**src/rtl/dsp_ctrl_pkg.sv**
```systemverilog
// Shared definitions for the dsp MAC sequencer: OPMODE encodings, FSM states,
// the operand tag carried alongside the dsp pipeline, and bus widths.
package dsp_ctrl_pkg;

  localparam int OPND_W = 18;
  localparam int ACC_W  = 48;

  // Bit 0 selects X=M, bit 3 selects Z=P; the adder, carry and pre-adder stay at defaults.
  localparam logic [7:0] OPM_FIRST = 8'h01;
  localparam logic [7:0] OPM_ACC   = 8'h09;
  localparam logic [7:0] OPM_HOLD  = 8'h08;

  typedef enum logic [1:0] {
    IDLE,
    ISSUE,
    DRAIN,
    DONE
  } state_t;

  typedef struct packed {
    logic valid;
    logic first;
  } tag_t;

  function automatic logic [7:0] tag_to_opmode(input tag_t tag);
    if (!tag.valid) begin
      return OPM_HOLD;
    end
    return tag.first ? OPM_FIRST : OPM_ACC;
  endfunction

endpackage

```
**src/rtl/dsp_mac_sequencer_if.sv**
```systemverilog
// Operand and result streams of the MAC sequencer; the sequencer is the slave
// on both (sink for operands, source for results).
interface dsp_mac_sequencer_if;
  import dsp_ctrl_pkg::*;

  logic              in_valid;
  logic              in_ready;
  logic [OPND_W-1:0] in_a;
  logic [OPND_W-1:0] in_b;
  logic              res_valid;
  logic              res_ready;
  logic [ACC_W-1:0]  res_data;

  modport master (
    output in_valid, in_a, in_b, res_ready,
    input  in_ready, res_valid, res_data
  );

  modport slave (
    input  in_valid, in_a, in_b, res_ready,
    output in_ready, res_valid, res_data
  );

endinterface

```
**src/rtl/dsp_seq_tag_pipe.sv**
```systemverilog
// Delays each operand tag so its OPMODE lines up with the product it describes
// inside the dsp; a flush empties the pipe so no stale term reaches the adder.
module dsp_seq_tag_pipe
  import dsp_ctrl_pkg::*;
#(
  parameter int DEPTH = 2
) (
  input  logic clk,
  input  logic rst_n,
  input  logic flush,
  input  tag_t tag_in,
  output tag_t tag_out
);

  tag_t stage [DEPTH];

  always_ff @(posedge clk or negedge rst_n) begin
    if (!rst_n) begin
      for (int i = 0; i < DEPTH; i++) begin
        stage[i] <= '0;
      end
    end else if (flush) begin
      for (int i = 0; i < DEPTH; i++) begin
        stage[i] <= '0;
      end
    end else begin
      stage[0] <= tag_in;
      for (int i = 1; i < DEPTH; i++) begin
        stage[i] <= stage[i-1];
      end
    end
  end

  assign tag_out = stage[DEPTH-1];

endmodule

```
**src/rtl/dsp_mac_sequencer.sv**
```systemverilog
// Drives one dsp slice as a multiply-accumulate engine: streams operand pairs
// into A/B, sequences OPMODE in step with the dsp pipeline and returns the sum.
module dsp_mac_sequencer
  import dsp_ctrl_pkg::*;
#(
  parameter int LEN_W   = 8,
  parameter int OPM_DLY = 2,
  parameter int RES_DLY = 2
) (
  input  logic                clk,
  input  logic                rst_n,
  input  logic                start,
  input  logic [LEN_W-1:0]    len,
  input  logic                abort,
  output logic                busy,
  dsp_mac_sequencer_if.slave  bus,
  output logic [OPND_W-1:0]   dsp_a,
  output logic [OPND_W-1:0]   dsp_b,
  output logic [7:0]          dsp_opmode,
  output logic                dsp_rstp,
  input  logic [ACC_W-1:0]    dsp_p
);

  localparam int DRAIN_CYC = OPM_DLY + RES_DLY;
  localparam int DRAIN_W   = $clog2(DRAIN_CYC + 1);
  localparam logic [DRAIN_W-1:0] DRAIN_LAST = DRAIN_W'(DRAIN_CYC);

  state_t             state;
  state_t             state_next;
  logic [LEN_W-1:0]   len_q;
  logic [LEN_W-1:0]   count;
  logic [DRAIN_W-1:0] drain_cnt;
  logic               accept;
  logic               job_start;
  logic               job_abort;
  logic               last_term;
  logic               capture;
  tag_t               tag_in;
  tag_t               tag_out;

  // An abort cancels the job outright, so a pair offered in that cycle is dropped.
  assign accept    = (state == ISSUE) && bus.in_valid && !abort;
  assign job_start = (state == IDLE) && start && (len != '0);
  assign job_abort = (state != IDLE) && abort;
  assign last_term = accept && (count == len_q - LEN_W'(1));
  assign capture   = (state == DRAIN) && (drain_cnt == DRAIN_LAST) && !abort;

  assign busy          = (state != IDLE);
  assign bus.in_ready  = (state == ISSUE);
  assign bus.res_valid = (state == DONE);

  always_ff @(posedge clk or negedge rst_n) begin
    if (!rst_n) begin
      state <= IDLE;
    end else begin
      state <= state_next;
    end
  end

  always_comb begin
    state_next = state;
    tag_in     = '0;
    if (accept) begin
      tag_in.valid = 1'b1;
      tag_in.first = (count == '0);
    end
    unique case (state)
      IDLE:    if (job_start) state_next = ISSUE;
      ISSUE:   if (abort) state_next = IDLE;
               else if (last_term) state_next = DRAIN;
      DRAIN:   if (abort) state_next = IDLE;
               else if (capture) state_next = DONE;
      DONE:    if (abort || bus.res_ready) state_next = IDLE;
      default: state_next = IDLE;
    endcase
  end

  always_ff @(posedge clk or negedge rst_n) begin
    if (!rst_n) begin
      len_q        <= '0;
      count        <= '0;
      drain_cnt    <= '0;
      dsp_a        <= '0;
      dsp_b        <= '0;
      dsp_rstp     <= 1'b0;
      bus.res_data <= '0;
    end else begin
      dsp_rstp <= job_start || job_abort;
      dsp_a    <= accept ? bus.in_a : '0;
      dsp_b    <= accept ? bus.in_b : '0;
      if (job_start) begin
        len_q <= len;
        count <= '0;
      end else if (accept) begin
        count <= count + LEN_W'(1);
      end
      // Counts from the first DRAIN cycle; dsp_p is final on the last one.
      if (state == DRAIN) begin
        drain_cnt <= drain_cnt + DRAIN_W'(1);
      end else begin
        drain_cnt <= '0;
      end
      if (capture) begin
        bus.res_data <= dsp_p;
      end
    end
  end

  always_ff @(posedge clk or negedge rst_n) begin
    if (!rst_n) begin
      dsp_opmode <= OPM_HOLD;
    end else if (job_abort) begin
      dsp_opmode <= OPM_HOLD;
    end else begin
      dsp_opmode <= tag_to_opmode(tag_out);
    end
  end

  dsp_seq_tag_pipe #(
    .DEPTH (OPM_DLY)
  ) u_tag_pipe (
    .clk     (clk),
    .rst_n   (rst_n),
    .flush   (job_abort),
    .tag_in  (tag_in),
    .tag_out (tag_out)
  );

endmodule

```
**src/flat_wrapper.sv**
```systemverilog
// flat-port wrapper written by rule: the top's interface ports become plain ports
module dsp_mac_sequencer_flat import dsp_ctrl_pkg::*;
#(
  parameter int LEN_W   = 8,
  parameter int OPM_DLY = 2,
  parameter int RES_DLY = 2
)
  (clk, rst_n, start, len, abort, busy, dsp_a, dsp_b, dsp_opmode, dsp_rstp, dsp_p, bus_in_valid, bus_in_a, bus_in_b, bus_res_ready, bus_in_ready, bus_res_valid, bus_res_data);
  dsp_mac_sequencer_if bus_i ();
  input  logic clk;
  input  logic rst_n;
  input  logic start;
  input  logic [LEN_W-1:0] len;
  input  logic abort;
  output logic busy;
  output logic [OPND_W-1:0] dsp_a;
  output logic [OPND_W-1:0] dsp_b;
  output logic [7:0] dsp_opmode;
  output logic dsp_rstp;
  input  logic [ACC_W-1:0] dsp_p;
  input wire logic [$bits(bus_i.in_valid)-1:0] bus_in_valid;
  input wire logic [$bits(bus_i.in_a)-1:0] bus_in_a;
  input wire logic [$bits(bus_i.in_b)-1:0] bus_in_b;
  input wire logic [$bits(bus_i.res_ready)-1:0] bus_res_ready;
  output wire logic [$bits(bus_i.in_ready)-1:0] bus_in_ready;
  output wire logic [$bits(bus_i.res_valid)-1:0] bus_res_valid;
  output wire logic [$bits(bus_i.res_data)-1:0] bus_res_data;
  assign bus_i.in_valid = bus_in_valid;
  assign bus_i.in_a = bus_in_a;
  assign bus_i.in_b = bus_in_b;
  assign bus_i.res_ready = bus_res_ready;
  assign bus_in_ready = bus_i.in_ready;
  assign bus_res_valid = bus_i.res_valid;
  assign bus_res_data = bus_i.res_data;
  dsp_mac_sequencer #(.LEN_W(LEN_W), .OPM_DLY(OPM_DLY), .RES_DLY(RES_DLY)) u_core (.clk(clk), .rst_n(rst_n), .start(start), .len(len), .abort(abort), .busy(busy), .bus(bus_i), .dsp_a(dsp_a), .dsp_b(dsp_b), .dsp_opmode(dsp_opmode), .dsp_rstp(dsp_rstp), .dsp_p(dsp_p));
endmodule
```
**config.mk**
```make
export PLATFORM = sky130hd
export DESIGN_NAME = dsp_mac_sequencer_flat
export DESIGN_NICKNAME = d
export VERILOG_FILES = /design/src/rtl/dsp_ctrl_pkg.sv /design/src/rtl/dsp_mac_sequencer_if.sv /design/src/rtl/dsp_seq_tag_pipe.sv /design/src/rtl/dsp_mac_sequencer.sv /design/src/flat_wrapper.sv
export SDC_FILE = /design/constraint.sdc
export NUM_CORES = 1
export LEC_CHECK = 0
export ABC_AREA = 1
export BUFFER_PORTS_ARGS = -buffer_cell sky130_fd_sc_hd__buf_2
export CAP_MARGIN = 15
export CORE_MARGIN = 3
export CORE_UTILIZATION = 25
export CTS_BUF_LIST = sky130_fd_sc_hd__clkbuf_4 sky130_fd_sc_hd__clkbuf_8 sky130_fd_sc_hd__clkbuf_16
export DETAILED_ROUTE_END_ITERATION = 8
export PLACE_DENSITY_LB_ADDON = 0.25
export SLEW_MARGIN = 25
export SYNTH_ARGS = -nofsm -noshare
export SYNTH_HDL_FRONTEND = slang
export SYNTH_SLANG_ARGS = --single-unit
```
**constraint.sdc**
```tcl
create_clock -name clk -period 1.6 [get_ports clk]
set_input_delay 0.08 -clock clk [delete_from_list [all_inputs] [get_ports clk]]
set_output_delay 0.08 -clock clk [all_outputs]
set_load 0.02 [all_outputs]
```
== Word level (Yosys, flattened, before mapping) ==
Index checks and enable logic that the tools add are counted.

* Add/sub/neg operators: 3
* Equal/unequal tests: 9
* Multiplexer cells: 20
* Reduce and logical (&&, ||, !) cells: 17

{| class="wikitable"
|+ Operators with widths
! kind !! count
|-
| $mux W8 || 5
|-
| $mux W18 || 2
|-
| $mux W2 || 7
|-
| $add A8 B1 Y8 const B || 1
|-
| $eq A8 B8 Y1 || 1
|-
| $logic_and A1 B1 Y1 || 8
|-
| $logic_not A8 Y1 || 1
|-
| $mux W4 || 2
|-
| $pmux W2 S4 || 1
|-
| $reduce_bool A8 Y1 || 1
|-
| $sub A8 B1 Y8 const B || 1
|-
| $ne A3 B2 Y1 const B || 2
|-
| $eq A2 B2 Y1 const B || 2
|-
| $ne A2 B1 Y1 const B || 2
|-
| $reduce_and A4 Y1 || 1
|-
| $reduce_bool A2 Y1 || 2
|-
| $add A3 B1 Y3 const B || 1
|-
| $eq A3 B3 Y1 const B || 1
|-
| $mux W3 || 1
|-
| $eq A2 B1 Y1 const B || 1
|-
| $logic_not A2 Y1 || 1
|-
| $logic_or A1 B1 Y1 || 2
|-
| $mux W1 || 2
|-
| $logic_not A1 Y1 || 1
|}

* Register bits after elaboration: 118
* Input port bits: 98
* Output and inout bits: 96
* Logic and storage cells: 62

== Longest topological paths before layout ==
Gate-level depths: netlist of the first run.

* Word-level depth: 7
* Mapped depth: 14

== Modules after synthesis ==
From an unflattened synthesis of the first run, not the netlist that was laid out.

* Cells, all modules: 453
* Area, all modules: 4,720.8 um^2

{| class="wikitable"
|+ By module, submodules not included
! module !! times used !! cells an instance !! area each (um^2) !! sequential area each (um^2)
|-
| dsp_mac_sequencer || 1 || 439 || 4,575.6 || 2,703.8
|-
| dsp_seq_tag_pipe || 1 || 14 || 145.1 || 100.1
|}

== Worst setup path after synthesis of the first run ==
OpenSTA, ideal clock, no wires.

* Path kind: register -> register
* Start point: reg u_core.len_q[0]
* End point: reg u_core.state[0]
* Data arrival time: 1,405 ps
* Path slack: 78 ps
* Stages on the path, launching flop included: 15
* Buffers on the path: 0
* Clock period less this slack: 1,522 ps
* Path through: dfrtp_1 inv_1 ha_1 nand2_1 inv_1 nor2_1 nand2_1 nor2_1 nand3_1 nor2_1 nand2_1 nand2_1 nand2_1 nand2_1 nand2_1

* Longest elaborated chain between the ends: 5

{| class="wikitable"
|+ RTL lines
! what !! line !! RTL
|-
| start, declared || dsp_mac_sequencer.sv:30 || <nowiki>logic [LEN_W-1:0] len_q;</nowiki>
|-
| start signal, assigned || dsp_mac_sequencer.sv:92 || <nowiki>len_q <= len;</nowiki>
|-
| $sub A8 B1 Y8 || dsp_mac_sequencer.sv:45 || <nowiki>assign last_term = accept && (count == len_q - LEN_W'(1));</nowiki>
|-
| $eq A8 B8 Y1 || dsp_mac_sequencer.sv:45 ||
|-
| $logic_and A1 B1 Y1 || dsp_mac_sequencer.sv:45 ||
|-
| $ne A3 B2 Y1 (no line) || - ||
|-
| $reduce_and A4 Y1 (no line) || - ||
|-
| end signal, assigned || dsp_mac_sequencer.sv:56 || <nowiki>state <= state_next;</nowiki>
|-
| end, declared || dsp_mac_sequencer.sv:28 || <nowiki>state_t state;</nowiki>
|}

No other way between the ends.
A chain may end at the register's enable or synchronous reset.

== Final worst setup path of the first run ==
Ends and elaborated chain as after synthesis.

==> run metrics, run 1 <==
run status finished, final reports clean; worst-path maximum fanout 3; port buffer count about 190; WL final about 13 mm; warnings from Yosys 0; initial DRC count ~160; post-synthesis xor/xnor area fraction less than 1%; setup clock skew after layout between 0.009 and 0.01 ns; fraction of the core area covered by cells at the end of the flow 39.7%; simple-gate portion of the synthesized area between 20% and 30%; routed vias about 4,200; hold path endpoint u_core.u_tag_pipe.stage[3]; Area growth syn-to-layout 55.4%; total half-perimeter wirelength after legalization and detailed placement about 8.6 mm; worst reg2reg path depth 14; cell count of the worst hold path 3; adder and majority gate portion of the synthesized area 1.35%; Max Fclk 0.626 GHz; category of the critical setup timing path reg -> reg; H-tree lvl count 3; count of fill cells added during filler insertion 1,839; delay contributed by the slowest stage of the critical path 0.39 ns; standard-cell row count 49; mux contribution to synthesized area 0%; number of distinct library cells after synthesis 26; die area approximately 20,000 µm²; critical path startpoint category register; setup TNS 0 ns; critical path's most frequent cell sky130_fd_sc_hd__nand2_1; post-synthesis cell type with the largest combined area sky130_fd_sc_hd__dfrtp_1; setup slack of the most critical reg-to-reg path around 0.0015 ns; final setup fails 0; Inserted Diodes 0; synthesized area per cell approximately 8.5 µm²; initial antenna violation count 0; pin count of the biggest net entering global routing 62; post-detailed-route count of antenna-violating nets 0; top library cells by usage in the layout, fill and taps aside sky130_fd_sc_hd__nand2_1 (209), sky130_fd_sc_hd__buf_2 (186), sky130_fd_sc_hd__dfrtp_1 (111); post-synthesis cell count between 500 and 600; leakage power around 4.2 nW; Die X roughly 140 µm; combined flip-flop and latch cell area ~2800 µm²; global-route wire length before repair slightly above 20 mm; arrival time reported for the critical path endpoint approximately 1.8 ns; layout cells sized above 1 29.6%; pre-CTS setup slack -0.0243 ns; Final Hold Slack ~0.067 ns; endpoints failing hold 0; Via density around 4; routability congestion estimate from global placement roughly 0.75; fraction of post-synthesis cell area in the top cell type by area 60.1%; period utilisation layout between 90 and 100%; fraction of the yosys area taken by sequential cells between 60% and 70%; complex-gate fraction of the synthesized area around 2.7%; min setup slack post-route 0.00147 ns; area of combinational cells with multiple inputs 1460 µm²; cts bufs inserted 9; maximum vdd drop 0.453 mV; number of maximum-capacitance constraint violations 0; Setup crit end kind register; register bit total from synthesis about 110; clock latency on the worst-skew pair ~0.35 ns; leading post-synthesis cells by cell area sky130_fd_sc_hd__dfrtp_1 (60%), sky130_fd_sc_hd__nand2_1 (17%), sky130_fd_sc_hd__inv_1 (5.5%); TritonCTS clock tree done; num ports 194; Root Buffer sky130_fd_sc_hd__clkbuf_16; height of the die around 140 µm; grt total ovfl 0; via count of the first global-routing pass ~4,300; data required time of the worst path between 1.5 and 2 ns; startpoint of the worst-slack reg-to-reg timing path u_core.len_q[0]; maximum clock insertion buffer count 2; total power per unit cell area roughly 1100 nW/µm²; total core area between 15,000 and 20,000 µm²; cell breakdown of the critical path inv_2 > ha_4 > nand2_2 > inv_2 > nor2_2 > nand2_1 > nor2_1 > nand3_1 > nor2_1 > nand2_1 > nand2_2 > nand2_2 > nand2_1 > nand2_1; final slew viol count 0; minimum clock period 1.60 ns; cell type of the slowest stage on the worst timing path sky130_fd_sc_hd__dfrtp_1; HP Class in -> reg; First-pass DRT Iterations 4; drc violations 0; clock net sink count approximately 110; end of the worst register-to-register path u_core.state[0]; Cell Area, Synth ~4600 µm²; initial standard-cell utilization of the core between 20% and 30%; unrepaired setup endpoints after global routing true; final net count 940; leading cell type in the layout, fill and taps excluded sky130_fd_sc_hd__nand2_1; combinational family with the most area after synthesis simple AND/OR/NAND/NOR gates; HP Start bus_in_valid; clock transition at the registers of the reported paths approximately 0.08 ns; Avg WL per Cell ~12 µm; aggregate global-route resource usage 12.7%
[report_power, final]
| group | internal [mW] | switching (mW) |
|---|---|---|
| Combinational | 0.962 | 1.23 |
| Clock | 1.11 | 1.04 |
| Sequential | 3.09 | 0.180 |
[worst max-delay path: cells and delay by family, from the launching register on]
family,cells,cell delay [ns]
adder cells (fa/ha/maj),1,0.21
buffers and inverters,2,0.12
flip-flops,1,0.39
AND/OR/NAND/NOR,11,0.79
[metal layers]
layer  GRT usage, %  vias to the layer above  part of all wire, %
li1               -                     2181                    -
met1           15.3                     1878                   43
met2           22.1                      128                   50
met3           2.89                       18                  5.5
met4           4.95                        0                  2.0
met5              0                        -                    0
[cells in the mapped netlist]
| library cell | count |
|---|---|
| sky130_fd_sc_hd__a211oi_2 | 1 |
| sky130_fd_sc_hd__a21oi_1 | 7 |
| sky130_fd_sc_hd__buf_2 | 12 |
| sky130_fd_sc_hd__buf_4 | 8 |
| sky130_fd_sc_hd__clkbuf_1 | 2 |
| sky130_fd_sc_hd__clkinv_2 | 1 |
| sky130_fd_sc_hd__conb_1 | 1 |
| sky130_fd_sc_hd__dfrtp_1 | 111 |
| sky130_fd_sc_hd__dfstp_2 | 1 |
| sky130_fd_sc_hd__ha_1 | 5 |
| sky130_fd_sc_hd__inv_1 | 68 |
| sky130_fd_sc_hd__inv_2 | 4 |
| sky130_fd_sc_hd__nand2_1 | 212 |
| sky130_fd_sc_hd__nand2_2 | 3 |
| sky130_fd_sc_hd__nand3_1 | 14 |
| sky130_fd_sc_hd__nand4_1 | 2 |
| sky130_fd_sc_hd__nor2_1 | 62 |
| sky130_fd_sc_hd__nor2_2 | 4 |
| sky130_fd_sc_hd__nor2_4 | 1 |
| sky130_fd_sc_hd__nor3_1 | 3 |
| sky130_fd_sc_hd__o21a_1 | 1 |
| sky130_fd_sc_hd__o21ai_0 | 4 |
| sky130_fd_sc_hd__o21ai_1 | 10 |
| sky130_fd_sc_hd__or2_1 | 1 |
| sky130_fd_sc_hd__xnor2_1 | 2 |
| sky130_fd_sc_hd__xor2_1 | 2 |
[flip-flops by register name, indices dropped and copies added (netlist names), 3 cells and up]
name                 flops
u_core.dsp_b            18
u_core.drain_cnt         3
u_core.bus.res_data     48
u_core.len_q             8
u_core.dsp_a            18
u_core.count             8
[stage by stage]
step	cells	power, mW	area [µm²]
2_1_floorplan	547	4.49	4640
3_3_place_gp	959	5.20	5920
3_5_place_dp	959	5.20	5920
4_1_cts	1067	7.65	7140
5_1_grt	1070	8.16	7180
6_report	1070	7.60	7180
[kinds of logic (layout without fill, tap and decap cells)]
kind of cell,after synthesis,in the layout
and+or+nand+nor,302,302
DFF,112,112
buffers and inverters,95,389
AOI/OAI and AO/OA,23,23
adders and majority gates,5,5
xor gates and xnor gates,4,4
other,1,6
[what timing repair did]
item	in CTS	in global routing
hold buffers	93	0
resized for setup	4	7
buffers inserted	0	3
hold endpoints to repair	203	0
setup endpoints to repair	2	15
pin swaps	3	8
[how the worst max path moves through the flow]
stage	endpoint	cells after the start	startpoint
after CTS	u_core.state[0]	14	u_core.len_q[1]
after global placement	u_core.state[0]	14	u_core.len_q[0]
after floorplan	u_core.state[0]	14	u_core.len_q[0]
final	u_core.state[0]	14	u_core.len_q[0]
after detailed placement	u_core.state[0]	14	u_core.len_q[0]
after global routing	u_core.state[1]	14	u_core.len_q[0]
[cell type report]
class	instances	share of cell area (%)
flip-flops and latches	112	39.0
repair buffers	301	28.9
multi-input cells	340	20.4
well taps	229	3.99
inverters	73	3.83
clock buffers	11	3.43
clock inverters	4	0.401
Power figures use the tool's default switching activity.
==> inputs of run 2 (changes only) <==
- REMOVE_ABC_BUFFERS: default -> 1
==> run 2 against run 1 <==
Non-clock buffer count fell by 3. Via count rose by 0.45%. Clock-buffer cell count fell by 2. Fmax rose by 1.3%. Critical path type unchanged. Largest cell class unchanged.
==> run metrics, run 2 (synthesized netlist as in run 1, its figures left out) <==
setup slack of the most critical reg-to-reg path 0.02 ns (was 0.001 ns); arrival time reported for the critical path endpoint 1.82 ns (was 1.84 ns); data required time of the worst path 1.84 ns (about the same); post-detailed-route count of antenna-violating nets 0 (unchanged); First-pass DRT Iterations 4 (unchanged); grt total ovfl 0 (unchanged); count of fill cells added during filler insertion 1,808 (was 1,839); Inserted Diodes 0 (unchanged); Die X 142 µm (unchanged); routed vias 4,224 (was 4,205); initial DRC count 215 (was 162); setup clock skew after layout 0.00673 ns (was 0.00915 ns); power after layout 7.54 mW (was 7.60 mW); category of the critical setup timing path reg -> reg (unchanged); endpoints failing hold 0 (unchanged); Final Cell Area 7170 µm² (was 7180 µm²); Setup crit end kind register (unchanged); final setup fails 0 (unchanged); Largest register FFs 48 (unchanged); Post-DP Area 5900 µm² (was 5920 µm²); routability congestion estimate from global placement 0.774 (was 0.748); final net count 937 (was 940); initial standard-cell utilization of the core 25.5% (unchanged); total half-perimeter wirelength after legalization and detailed placement 8.89 mm (was 8.58 mm); port buffer count 187 (unchanged); Crit path max-delay family simple AND/OR/NAND/NOR gates (unchanged); pin count of the biggest net entering global routing 65 (was 62); clock net sink count 112 (unchanged); leading cell type in the layout, fill and taps excluded sky130_fd_sc_hd__nand2_1 (unchanged); total core area 18,100 µm² (unchanged); largest registers u_core.bus.res_data (48), u_core.dsp_a (18), u_core.dsp_b (18) (unchanged); cell type of the slowest stage on the worst timing path sky130_fd_sc_hd__dfrtp_1 (unchanged); total power per unit cell area 1050 nW/µm² (was 1060 nW/µm²); run status finished, final reports clean (unchanged); WL final 13.1 mm (was 12.8 mm); layout cells sized above 1 29.0% (was 29.6%); initial antenna violation count 0 (unchanged); worst-path maximum fanout 5 (was 3); register with the most flip-flops u_core.bus.res_data (unchanged); HP Class in -> reg (unchanged); part of the power in combinational logic 28.0% (was 28.8%); cts bufs inserted 9 (unchanged); Avg WL per Cell 12.3 µm (was 12.0 µm); Max Fclk 0.634 GHz (was 0.626 GHz); Final Hold Slack 0.0854 ns (was 0.0669 ns); final slew viol count 0 (unchanged); die area 20,100 µm² (unchanged); fraction of the core area covered by cells at the end of the flow 39.6% (was 39.7%); Via density 3.96 (was 3.93); number of maximum-capacitance constraint violations 0 (unchanged); number of buffers and inverters on the critical path 1 (was 2); clock latency on the worst-skew pair 0.35 ns (about the same); H-tree lvl count 3 (unchanged); aggregate global-route resource usage 12.5% (was 12.7%); period utilisation layout 98.6% (was 99.9%); Root Buffer sky130_fd_sc_hd__clkbuf_16 (unchanged); minimum clock period 1.58 ns (was 1.60 ns); delay contributed by the slowest stage of the critical path 0.46 ns (was 0.39 ns); clock transition at the registers of the reported paths 0.07 ns (was 0.08 ns); maximum clock insertion buffer count 2 (unchanged); drc violations 0 (unchanged); global-route wire length before repair 20.2 mm (was 20.7 mm); area of combinational cells with multiple inputs 1460 µm² (unchanged); standard-cell row count 49 (unchanged); unrepaired setup endpoints after global routing true (unchanged); net switching share of the total power 32.8% (was 32.1%); part of the total power dissipated in the clock network 28.6% (was 28.3%); Reg power frac 43.4% (was 43.0%); critical path's most frequent cell sky130_fd_sc_hd__nand2_1 (unchanged); top library cells by usage in the layout, fill and taps aside sky130_fd_sc_hd__nand2_1 (209), sky130_fd_sc_hd__buf_2 (186), sky130_fd_sc_hd__dfrtp_1 (111) (unchanged); Area growth syn-to-layout 55.1% (was 55.4%); Psw 2.47 mW (was 2.44 mW); num ports 194 (unchanged); height of the die 142 µm (unchanged); setup TNS 0 ns (unchanged); combined flip-flop and latch cell area 2800 µm² (unchanged); via count of the first global-routing pass 4,190 (was 4,285); P_int 5.07 mW (was 5.16 mW); TritonCTS clock tree done (unchanged); leakage power 4.22 nW (was 4.24 nW); cell breakdown of the critical path nor2_2 > nand4_1 > inv_2 > nor2_1 > a211oi_2 > nand2_2 > nand2_1 > nand2_1 (was inv_2 > ha_4 > nand2_2 > inv_2 > nor2_2 > nand2_1 > nor2_1 > nand3_1 > nor2_1 > nand2_1 > nand2_2 > nand2_2 > nand2_1 > nand2_1); maximum vdd drop 0.498 mV (was 0.453 mV); critical path startpoint category register (unchanged)
## run 2: path summary, 6_finish.rpt
path	from	end	cells after the start
worst max register to register	u_core.state[0]	u_core.state[1]	8
worst min-delay path	abort	u_core.state[1]	4
worst max-delay path	u_core.state[0]	u_core.state[1]	8
min in group asynchronous	rst_n	u_core.bus.res_data[18]	2
worst min register to register	u_core.u_tag_pipe.tag_out[0]	u_core.dsp_opmode[3]	1
max in group asynchronous	rst_n	u_core.dsp_a[13]	3
## run 2: per-layer routing
| layer | routed length, µm | GRT usage, % |
|---|---|---|
| met2 | 5940 | 21.2 |
| met3 | 919 | 3.60 |
| met5 | 0 | 0 |
| met1 | 6040 | 15.7 |
| met4 | 197 | 3.64 |
## run 2: what timing repair did
item	in CTS	in global routing
hold buffers	93	0
setup endpoints to repair	2	7
resized for setup	5	5
pin swaps	5	9
endpoints found under the hold margin	203	0
buffers inserted	2	1
## run 2: worst reg2reg max path, stage by stage (launching register included)
cell                       delay, ns
sky130_fd_sc_hd__dfrtp_1        0.46
sky130_fd_sc_hd__nor2_2         0.18
sky130_fd_sc_hd__nand4_1        0.19
sky130_fd_sc_hd__inv_2          0.13
sky130_fd_sc_hd__nor2_1         0.05
sky130_fd_sc_hd__a211oi_2       0.25
sky130_fd_sc_hd__nand2_2        0.10
sky130_fd_sc_hd__nand2_1        0.06
sky130_fd_sc_hd__nand2_1        0.05
## run 2: layout make-up
cell class	count	area share, %
clock buffers	9	3.14
clock inverters	6	0.786
inverters	73	3.88
multi-input cells	340	20.4
flip-flops and latches	112	39.1
well taps	229	4.00
repair buffers	298	28.7
## run 2: metrics by stage
stage / setup slack, ns / cells
finish: 0.0224 / 1067
global route: -0.139 / 1067
CTS: -0.0248 / 1066
detailed placement: -0.0365 / 956
global placement: 0.00272 / 956
floorplan: -1.54 / 525
## run 2: power by group through the flow
stage / clock network, mW / logic (mW) / registers (mW)
floorplan: 0 / 1.03 / 3.41
CTS: 2.25 / 2.10 / 3.27
global placement: 0 / 1.83 / 3.32
detailed placement: 0 / 1.83 / 3.32
global route: 2.35 / 2.41 / 3.30
finish: 2.16 / 2.11 / 3.27
